## src/rtl/gesture_pkg.sv

```systemverilog
// Shared definitions for the gesture pipeline: default image geometry,
// the classifier FSM state type and finger bin indices.
package gesture_pkg;

  localparam int unsigned DEF_COORD_W = 8;
  localparam int unsigned DEF_IMG_W   = 160;
  localparam int unsigned DEF_IMG_H   = 120;

  typedef enum logic [1:0] {
    IDLE   = 2'd0,
    SCAN   = 2'd1,
    DECIDE = 2'd2
  } state_t;

  localparam int unsigned THUMB  = 0;
  localparam int unsigned INDEX  = 1;
  localparam int unsigned MIDDLE = 2;
  localparam int unsigned RING   = 3;
  localparam int unsigned PINKY  = 4;

endpackage

```

## src/rtl/raster_counter.sv

```systemverilog
// Raster-order row/column tracker for a pixel stream. Reports the
// coordinates of the current beat (sof forces the origin) and flags the
// last pixel of the frame. Advances only on enabled beats.
module raster_counter
  import gesture_pkg::*;
#(
  parameter int unsigned IMG_W   = DEF_IMG_W,
  parameter int unsigned IMG_H   = DEF_IMG_H,
  parameter int unsigned COORD_W = DEF_COORD_W
) (
  input  logic               clk,
  input  logic               rst,
  input  logic               en,
  input  logic               sof,
  output logic [COORD_W-1:0] row_c,
  output logic [COORD_W-1:0] col_c,
  output logic               last_c
);

  logic [COORD_W-1:0] row_q;
  logic [COORD_W-1:0] col_q;

  // Coordinates of the beat on the bus this cycle
  always_comb begin
    row_c  = sof ? '0 : row_q;
    col_c  = sof ? '0 : col_q;
    last_c = (row_c == COORD_W'(IMG_H - 1)) && (col_c == COORD_W'(IMG_W - 1));
  end

  // Step to the position following the current beat
  always_ff @(posedge clk or posedge rst) begin
    if (rst) begin
      row_q <= '0;
      col_q <= '0;
    end else if (en) begin
      if (col_c == COORD_W'(IMG_W - 1)) begin
        col_q <= '0;
        row_q <= (row_c == COORD_W'(IMG_H - 1)) ? '0 : row_c + COORD_W'(1);
      end else begin
        col_q <= col_c + COORD_W'(1);
        row_q <= row_c;
      end
    end
  end

endmodule

```

## src/rtl/finger_zone_classifier.sv

```systemverilog
// Counts skin pixels in the zone directly above the palm box, split into
// NUM_FINGERS equal column bins, and emits one extended/folded bit per bin
// once per frame.
module finger_zone_classifier
  import gesture_pkg::*;
#(
  parameter int unsigned IMG_W       = DEF_IMG_W,
  parameter int unsigned IMG_H       = DEF_IMG_H,
  parameter int unsigned COORD_W     = DEF_COORD_W,
  parameter int unsigned NUM_FINGERS = 5,
  parameter int unsigned CNT_W       = 12
) (
  input  logic                   clk,
  input  logic                   rst,
  input  logic                   palm_valid,
  input  logic [COORD_W-1:0]     palm_start_r,
  input  logic [COORD_W-1:0]     palm_start_c,
  input  logic [COORD_W-1:0]     palm_end_r,
  input  logic [COORD_W-1:0]     palm_end_c,
  input  logic [COORD_W-1:0]     zone_rows,
  input  logic [CNT_W-1:0]       thresh,
  input  logic                   pix_valid,
  input  logic                   pix_sof,
  input  logic                   pix_data,
  output logic [NUM_FINGERS-1:0] finger_status,
  output logic                   status_valid,
  output logic                   busy,
  output logic                   err
);

  localparam int unsigned W_W   = COORD_W + 1;
  localparam int unsigned ACC_W = COORD_W + 2;
  localparam int unsigned BIN_W = $clog2(NUM_FINGERS + 1);
  localparam logic [CNT_W-1:0] CNT_MAX = '1;

  state_t             state;
  logic [COORD_W-1:0] start_r_q, start_c_q, end_c_q, zone_lo_q;
  logic [W_W-1:0]     width_q;
  logic [CNT_W-1:0]   thresh_q;
  logic [ACC_W-1:0]   acc_q;
  logic [BIN_W-1:0]   bin_q;
  logic [CNT_W-1:0]   bin_cnt [NUM_FINGERS];

  logic               sof_beat, last_c, box_ok, in_zone, row_first, take;
  logic [COORD_W-1:0] row_c, col_c, zone_lo_in;
  logic [COORD_W-1:0] eff_start_r, eff_start_c, eff_end_c, eff_zone_lo;
  logic [W_W-1:0]     width_in, eff_width;
  logic [ACC_W-1:0]   acc_base, acc_sum, acc_next;
  logic [BIN_W-1:0]   bin_base, bin_next;
  logic [CNT_W-1:0]   cnt_next [NUM_FINGERS];

  assign sof_beat = pix_valid & pix_sof;
  assign busy     = (state != IDLE);

  raster_counter #(
    .IMG_W  (IMG_W),
    .IMG_H  (IMG_H),
    .COORD_W(COORD_W)
  ) u_raster (
    .clk   (clk),
    .rst   (rst),
    .en    (pix_valid),
    .sof   (sof_beat),
    .row_c (row_c),
    .col_c (col_c),
    .last_c(last_c)
  );

  // Decode the incoming palm box: width, clamped zone top, validity
  always_comb begin
    width_in   = W_W'(palm_end_c) - W_W'(palm_start_c) + W_W'(1);
    zone_lo_in = (palm_start_r > zone_rows) ? palm_start_r - zone_rows : '0;
    box_ok     = palm_valid && (palm_end_c >= palm_start_c) &&
                 (palm_end_r >= palm_start_r) && (width_in >= W_W'(NUM_FINGERS));
  end

  // Zone membership, Bresenham bin stepping and next bin counts for this beat
  always_comb begin
    eff_start_r = sof_beat ? palm_start_r : start_r_q;
    eff_start_c = sof_beat ? palm_start_c : start_c_q;
    eff_end_c   = sof_beat ? palm_end_c   : end_c_q;
    eff_zone_lo = sof_beat ? zone_lo_in   : zone_lo_q;
    eff_width   = sof_beat ? width_in     : width_q;

    in_zone   = (row_c >= eff_zone_lo) && (row_c < eff_start_r) &&
                (col_c >= eff_start_c) && (col_c <= eff_end_c);
    row_first = (col_c == eff_start_c);
    acc_base  = row_first ? '0 : acc_q;
    bin_base  = row_first ? '0 : bin_q;
    acc_sum   = acc_base + ACC_W'(NUM_FINGERS);
    if (acc_sum >= ACC_W'(eff_width)) begin
      acc_next = acc_sum - ACC_W'(eff_width);
      bin_next = bin_base + BIN_W'(1);
    end else begin
      acc_next = acc_sum;
      bin_next = bin_base;
    end

    take = sof_beat ? box_ok : (pix_valid && (state == SCAN));

    for (int i = THUMB; i < NUM_FINGERS; i++) begin
      cnt_next[i] = sof_beat ? '0 : bin_cnt[i];
      if (in_zone && pix_data && (bin_base == BIN_W'(i)) && (cnt_next[i] != CNT_MAX))
        cnt_next[i] = cnt_next[i] + CNT_W'(1);
    end
  end

  // Frame FSM, box latching, bin counters and registered outputs
  always_ff @(posedge clk or posedge rst) begin
    if (rst) begin
      state         <= IDLE;
      start_r_q     <= '0;
      start_c_q     <= '0;
      end_c_q       <= '0;
      zone_lo_q     <= '0;
      width_q       <= '0;
      thresh_q      <= '0;
      acc_q         <= '0;
      bin_q         <= '0;
      finger_status <= '0;
      status_valid  <= 1'b0;
      err           <= 1'b0;
      for (int i = 0; i < NUM_FINGERS; i++) bin_cnt[i] <= '0;
    end else begin
      status_valid <= 1'b0;
      err          <= 1'b0;

      if (sof_beat) begin
        start_r_q <= palm_start_r;
        start_c_q <= palm_start_c;
        end_c_q   <= palm_end_c;
        zone_lo_q <= zone_lo_in;
        width_q   <= width_in;
        thresh_q  <= thresh;
      end

      if (take) begin
        for (int i = 0; i < NUM_FINGERS; i++) bin_cnt[i] <= cnt_next[i];
        if (in_zone) begin
          acc_q <= acc_next;
          bin_q <= bin_next;
        end
      end

      case (state)
        IDLE: begin
          if (sof_beat) begin
            if (box_ok) begin
              state <= SCAN;
            end else begin
              err           <= 1'b1;
              finger_status <= '0;
              status_valid  <= 1'b1;
            end
          end
        end
        SCAN: begin
          if (sof_beat) begin
            err <= 1'b1;
            if (!box_ok) begin
              finger_status <= '0;
              status_valid  <= 1'b1;
              state         <= IDLE;
            end
          end else if (pix_valid && last_c) begin
            state <= DECIDE;
          end
        end
        DECIDE: begin
          for (int i = 0; i < NUM_FINGERS; i++)
            finger_status[i] <= (bin_cnt[i] >= thresh_q);
          status_valid <= 1'b1;
          state        <= (sof_beat && box_ok) ? SCAN : IDLE;
          if (sof_beat && !box_ok) err <= 1'b1;
        end
        default: state <= IDLE;
      endcase
    end
  end

endmodule

```

## config.mk

```make
export PLATFORM = sky130hd
export DESIGN_NAME = finger_zone_classifier
export DESIGN_NICKNAME = d
export VERILOG_FILES = /design/src/rtl/gesture_pkg.sv /design/src/rtl/raster_counter.sv /design/src/rtl/finger_zone_classifier.sv
export SDC_FILE = /design/constraint.sdc
export NUM_CORES = 1
export LEC_CHECK = 0
export ABC_AREA = 1
export BUFFER_PORTS_ARGS = -buffer_cell sky130_fd_sc_hd__clkbuf_2
export CAP_MARGIN = 20
export CORE_MARGIN = 4
export CORE_UTILIZATION = 50
export CTS_BUF_LIST = sky130_fd_sc_hd__clkbuf_4
export DETAILED_ROUTE_END_ITERATION = 6
export PLACE_DENSITY = 0.82
export REMOVE_ABC_BUFFERS = 1
export SYNTH_ARGS = -nofsm -noshare
export SYNTH_HDL_FRONTEND = slang
export SYNTH_HIERARCHICAL = 1
export SYNTH_SLANG_ARGS = --single-unit
```

## constraint.sdc

```tcl
create_clock -name clk -period 3.79 [get_ports clk]
set_input_delay 0.379 -clock clk [delete_from_list [all_inputs] [get_ports clk]]
set_output_delay 0.379 -clock clk [all_outputs]
set_load 0.005 [all_outputs]
```

# Word level (Yosys, flattened, before mapping)

Cells that the tools add are included.

$add $sub $neg: 13
Magnitude comparators: 14
Equal/unequal tests: 20
Muxes and demuxes: 42
Bitwise gates (word level): 1
Reduce and logical (&&, ||, !) cells: 31

Operator list:

| operator                | count |
|---|---|
| $mux W12                | 10 |
| $mux W8                 | 10 |
| $add A12 B1 Y12 const B | 5 |
| $ge A12 B12 Y1          | 5 |
| $ne A12 B12 Y1 const B  | 5 |
| $ge A8 B8 Y1            | 4 |
| $logic_and A1 B1 Y1     | 22 |
| $mux W10                | 2 |
| $add A8 B1 Y8 const B   | 2 |
| $add A10 B3 Y10 const B | 1 |
| $ge A10 B9 Y1           | 1 |
| $mux W2                 | 5 |
| $mux W5                 | 2 |
| $pmux W5 S2             | 1 |
| $sub A10 B9 Y10         | 1 |
| $add A9 B1 Y9 const B   | 1 |
| $ge A9 B3 Y1 const B    | 1 |
| $mux W9                 | 1 |
| $sub A8 B8 Y9           | 1 |
| $eq A8 B7 Y1 const B    | 1 |
| $eq A8 B8 Y1            | 1 |
| $eq A8 B8 Y1 const B    | 1 |
| $gt A8 B8 Y1            | 1 |
| $le A8 B8 Y1            | 1 |
| other kinds (26)        | 36 |

Bits in registers: 151
Output and inout port bits: 8
Word-level logic and storage cells: 140

# Depth between registers and ports, before layout

Depth in word-level cells: 11
Gate-level depth with buffers: 36

# By module

The synthesis kept the hierarchy.

Modules (own cells, without submodules):

| module                 | times used | cells each | area each (um^2) | seq. area each (um^2) |
|---|---|---|---|---|
| finger_zone_classifier | 1          | 1660       | 11551.1          | 3378.2 |
| raster_counter         | 1          | 165        | 1253.7           | 400.4 |

# Least setup slack after synthesis

Ideal clock, no wire load.

Path kind: input port to flip-flop
Start: input port pix_valid
End: register acc_q[2]
Library setup time: 0.065 ns
Arrival time: 4.524 ns
Data required time: 3.725 ns
Path slack: -0.799 ns
Stages on the path: 32
Buffers on the path: 7
Cell sequence: nand2_4 > inv_2 > buf_4 > buf_2 > buf_2 > buf_2 > inv_4 > buf_6 > nand2_1 > inv_1 > ha_1 > nand2_2 > nor2_4 > nand4_2 > buf_6 > nand2_1 > inv_1 > ha_1 > o211ai_1 > xor2_1 > inv_1 > ha_1 > nand2_1 > nor3_1 > nand2_1 > nand3_1 > a21oi_1 > clkbuf_1 > nand3_1 > nand2_1 > nand3_1 > nand2_1

Word-level cells in the longest chain between the ends: 7
Elaborated cells on any way between the ends: 24
Those cells by class: 2 x add/sub; 5 x order compare; 1 x eq/ne; 10 x mux; 1 x bitwise; 5 x reduce/logical

RTL lines:

| element                                          | RTL line                                                   | RTL |
|---|---|---|
| start, declared                                  | finger_zone_classifier.sv:22                               | `input logic pix_valid,` |
| $and A1 B1 Y1 *                                  | finger_zone_classifier.sv:52                               | `assign sof_beat = pix_valid & pix_sof;` |
| net sof_beat                                     | finger_zone_classifier.sv:44                               | `logic sof_beat, last_c, box_ok, in_zone, row_first, take;` |
| $mux W8 *                                        | raster_counter.sv:26                                       | `col_c = sof ? '0 : col_q;` |
| net col_c[7]                                     | finger_zone_classifier.sv:45                               | `logic [COORD_W-1:0] row_c, col_c, zone_lo_in;` |
| $eq A8 B8 Y1                                     | finger_zone_classifier.sv:87                               | `row_first = (col_c == eff_start_c);` |
| $mux W10                                         | finger_zone_classifier.sv:88                               | `acc_base = row_first ? '0 : acc_q;` |
| $add A10 B3 Y10                                  | finger_zone_classifier.sv:90                               | `acc_sum = acc_base + ACC_W'(NUM_FINGERS);` |
| $sub A10 B9 Y10 or $ge A10 B9 Y1 (tied branches) | finger_zone_classifier.sv:92, finger_zone_classifier.sv:91 |  |
| $mux W10                                         | finger_zone_classifier.sv:91                               | `if (acc_sum >= ACC_W'(eff_width)) begin` |
| end signal, assigned                             | finger_zone_classifier.sv:140                              | `acc_q <= acc_next;` |
| end, declared                                    | finger_zone_classifier.sv:40                               | `logic [ACC_W-1:0] acc_q;` |

Mark *: on every way through the listed nets, which the timed path passes. The rest lies on a longest branch.
A chain may end at the register's enable or synchronous reset.

# Final worst setup path

Start: register u_raster.col_q[3]
End: register acc_q[3]

Word-level cells in the longest chain between the ends: 6
Elaborated cells on any way between the ends: 12
Those cells by class: 2 x add/sub; 3 x order compare; 1 x eq/ne; 3 x mux; 3 x reduce/logical

RTL lines:

| element                                          | RTL line                                                   | RTL |
|---|---|---|
| start, declared                                  | raster_counter.sv:21                                       | `logic [COORD_W-1:0] col_q;` |
| start signal, assigned                           | raster_counter.sv:40                                       | `col_q <= col_c + COORD_W'(1);` |
| $mux W8 *                                        | raster_counter.sv:26                                       |  |
| net col_c[3]                                     | finger_zone_classifier.sv:45                               |  |
| $eq A8 B8 Y1                                     | finger_zone_classifier.sv:87                               |  |
| $mux W10                                         | finger_zone_classifier.sv:88                               |  |
| $add A10 B3 Y10                                  | finger_zone_classifier.sv:90                               |  |
| $sub A10 B9 Y10 or $ge A10 B9 Y1 (tied branches) | finger_zone_classifier.sv:92, finger_zone_classifier.sv:91 |  |
| $mux W10                                         | finger_zone_classifier.sv:91                               |  |

Marks and branches as above.

==> flow_metrics.py <==
metrics = {
    "outcome": {
        "status": "complete, no violations",
    },
    "clocking": {
        "root_buffer": "clkbuf_4",
        "cts_buffer_depth": 2,
        "clk_pin_slew_ns": 0.16,
        "cts_tree": "built",
        "cts_sinks": 151,
        "clock_latency_ns": 0.60,
        "cts_buffers": 17,
        "htree_levels": 4,
    },
    "global_routing": {
        "track_usage_pct": 23.1,
        "grt_pass1_vias": 12000,
        "antenna_found_initial": 1,
        "grt_pass1_wl_um": 55000,
        "grt_max_degree": 85,
        "gr-total-overflow": 0,
    },
    "synthesis": {
        "yosys_warnings": 6,
        "yosys.cell_types.count": 48,
        "synth-seq-cells": 151,
        "synth.avg_cell_area_um2": 7.02,
        "syn_inst": 1825,
        "synth_edf_count": 0,
        "synth_top_area_share_pct": 29.5,
        "synth_async_sr_flop_share_pct": 100,
        "synth_area_um2": 12800,
        "synthTopCellsByArea": "dfrtp_1 (30%), ha_1 (14%), nand2_1 (14%), inv_1 (8.7%), nand3_1 (7.2%)",
        "seq_area_frac_synth_pct": 29.5,
        "synth_ff_type": "dfrtp_1",
        "synth_top_cell_by_area": "dfrtp_1",
    },
    "flow_run": {
        "maxCapViolCount": 0,
    },
    "worst_setup_path": {
        "endpoint_kind": "flop",
        "max_stage_delay_ns": 0.47,
        "crit_fanout": 6,
        "cp-start-kind": "flop",
        "cp-startpoint": "u_raster/col_q[3]",
        "cp_data_required_time_ns": 4.27,
        "worstPathCellList": "nand2_4, inv_1, ha_1, nand2_2, nor2_1, and2_4, buf_4, nor2_4, nand2_2, inv_2, nand2_1, xnor2_2, ha_4, nand2_1, nand2_1, a31oi_1, nand3_1, a21oi_2, nand3_2, buf_6, nand2_1, nand2_1, nand3_1, nand2_1",
        "cpMostUsedCell": "nand2_1",
        "worstSetupPathType": "reg -> reg",
        "reg2reg_from": "u_raster/col_q[3]",
        "worstPathArrival_ns": 4.17,
        "crit_slowest_cell": "dfrtp_2",
    },
    "timing": {
        "worstMarginPinSlew_ns": 0.837,
        "max_freq_ghz": 0.271,
        "slew_headroom_pct": 44.2,
        "hold_viol": 0,
        "finalCritPeriodShare_pct": 97.4,
        "setup_viol_count_final": 0,
        "clock_skew_ns": 0.0474,
        "layout_min_cycle_time_ns": 3.69,
        "drv_slew": 0,
    },
    "placement": {
        "routabilityCongestion": 0.972,
        "placed_cells": 2249,
        "place_area_um2": 13800,
        "hpwl_um": 24000,
        "numPortBuffers": 65,
    },
    "drt": {
        "drt_first_pass_iters": 5,
        "drcViolationCount": 0,
        "routed_via_density": 5.33,
        "wirelength_um": 32900,
        "antenna_left": 0,
        "wire_per_inst_um": 14.3,
        "drt_iter0_markers": 946,
        "vias": 12300,
    },
    "die": {
        "core_um2": 25200,
        "initial_utilization_pct": 50.8,
        "die-area_um2": 28200,
        "die_h_um": 168,
        "rows": 58,
        "ios": 66,
        "dieWidth_um": 168,
    },
    "layout": {
        "stdcell_area_um2": 14500,
        "final_common_cell": "nand2_1",
        "instances_no_fill": 2303,
        "fill_cells": 2210,
        "seq_area_um2": 3780,
        "drive_gt1_share_pct": 15.1,
        "finalNetCount": 2168,
        "multiInputGateArea_um2": 7700,
        "final_cell_mix": "nand2_1 (472), inv_1 (291), nand3_1 (182), nor2_1 (153), dfrtp_1 (148)",
        "synthToLayoutAreaGrowth_pct": 13.3,
    },
    "power": {
        "irDropWorstVdd_mv": 0.199,
        "leakage_nw": 8.06,
        "power_density_nw_per_um2": 303,
    },
    "hold_path": {
        "hold_start": "palm_end_c[6]",
        "hold_class": "in -> reg",
    },
}
cells by family (layout without fill, tap and decap cells):
logic type	Yosys count	after routing	share of synthesized area, %
adder cells (fa/ha/maj)	151	151	15.1
other	0	1	0
XOR/XNOR	28	28	1.92
AND/OR/NAND/NOR	917	917	32.2
AO/OA/AOI/OAI	215	215	9.34
flip-flops	151	151	29.5
buffers and inverters	363	510	11.9
flip-flops by register name, indices dropped and copies added (netlist names):
name	count
err	1
u_raster/row_q	8
u_raster/col_q	8
status_valid	1
thresh_q	12
width_q	9
start_c_q	8
zone_lo_q	8
acc_q	10
end_c_q	8
bin_cnt	60
start_r_q	8
finger_status	5
bin_q	3
state	2
per-layer routing:
metal  share of wire [%]  vias up  global-route usage (%)
met5                   0        -                       0
met4                 2.0        0                    6.46
met3                 5.3       67                    3.05
met2                  49      365                    40.1
met1                  44     5758                    30.2
li1                    -     6095                       -
worst max-delay path: cells and delay by family (launching register included):
kind | cells | cell delay (ns)
adders and majority gates | 2 | 0.58
xor gates and xnor gates | 1 | 0.26
buffers and inverters | 4 | 0.48
AOI/OAI and AO/OA | 2 | 0.42
and+or+nand+nor | 15 | 1.36
DFF | 1 | 0.47
synthesized netlist by cell type (7+ instances only):
cell,number
nand2_1,477
inv_1,298
nand3_1,184
nor2_1,156
dfrtp_1,151
ha_1,145
o21ai_0,81
a21oi_1,47
o21ai_1,39
nand4_1,22
xor2_1,20
buf_2,18
o21bai_1,17
or2_2,16
buf_6,13
clkbuf_1,12
nor3_1,11
inv_2,10
buf_4,9
xnor2_1,8
a211oi_1,7
area by class of cell:
class | instances | area share [%]
Timing Repair Buffer | 168 | 8.08
Tap cell | 330 | 2.85
Inverter | 310 | 8.13
Sequential cell | 151 | 26.1
Clock buffer | 17 | 0.880
Antenna cell | 1 | 0.0173
Multi-Input combinational cell | 1311 | 53.1
Clock inverter | 15 | 0.906
metrics by stage:
step                      setup slack (ns)  hold WS, ns  power, mW  setup TNS (ns)  utilization, %
final                               0.0983       0.0631       4.39               0            57.6
after global routing                -0.119       0.0467       4.69          -0.820            57.6
after CTS                            0.137       0.0320       4.31               0            56.5
after detailed placement            -0.268        0.466       3.31          -10.58            54.9
after global placement              -0.132        0.463       3.25           -1.41            54.9
after floorplan                      -1.73        0.293       2.79          -68.48               -
what timing repair did:
action / CTS / global route
setup endpoints to repair: 0 / 14
hold endpoints to repair: 103 / 0
resized for setup: 0 / 56
hold buffers: 13 / 0
buffers inserted: 0 / 7
where the power goes:
part | total, mW | internal [mW] | switching, mW
clock | 0.993 | 0.285 | 0.708
sequential | 1.81 | 1.74 | 0.0650
combinational | 1.59 | 0.643 | 0.947
total | 4.39 | 2.67 | 1.72
path summary, 6_finish.rpt:
check	to	slack, ns	cells after the start
setup / recovery	acc_q[3]	0.1	24
hold / removal	end_c_q[6]	0.06	3
setup reg to reg	acc_q[3]	0.1	24
hold reg to reg	start_c_q[4]	0.50	2
max in group asynchronous	zone_lo_q[6]	2.51	4
min in group asynchronous	u_raster/col_q[5]	0.44	3
Power figures use the tool's default switching activity.
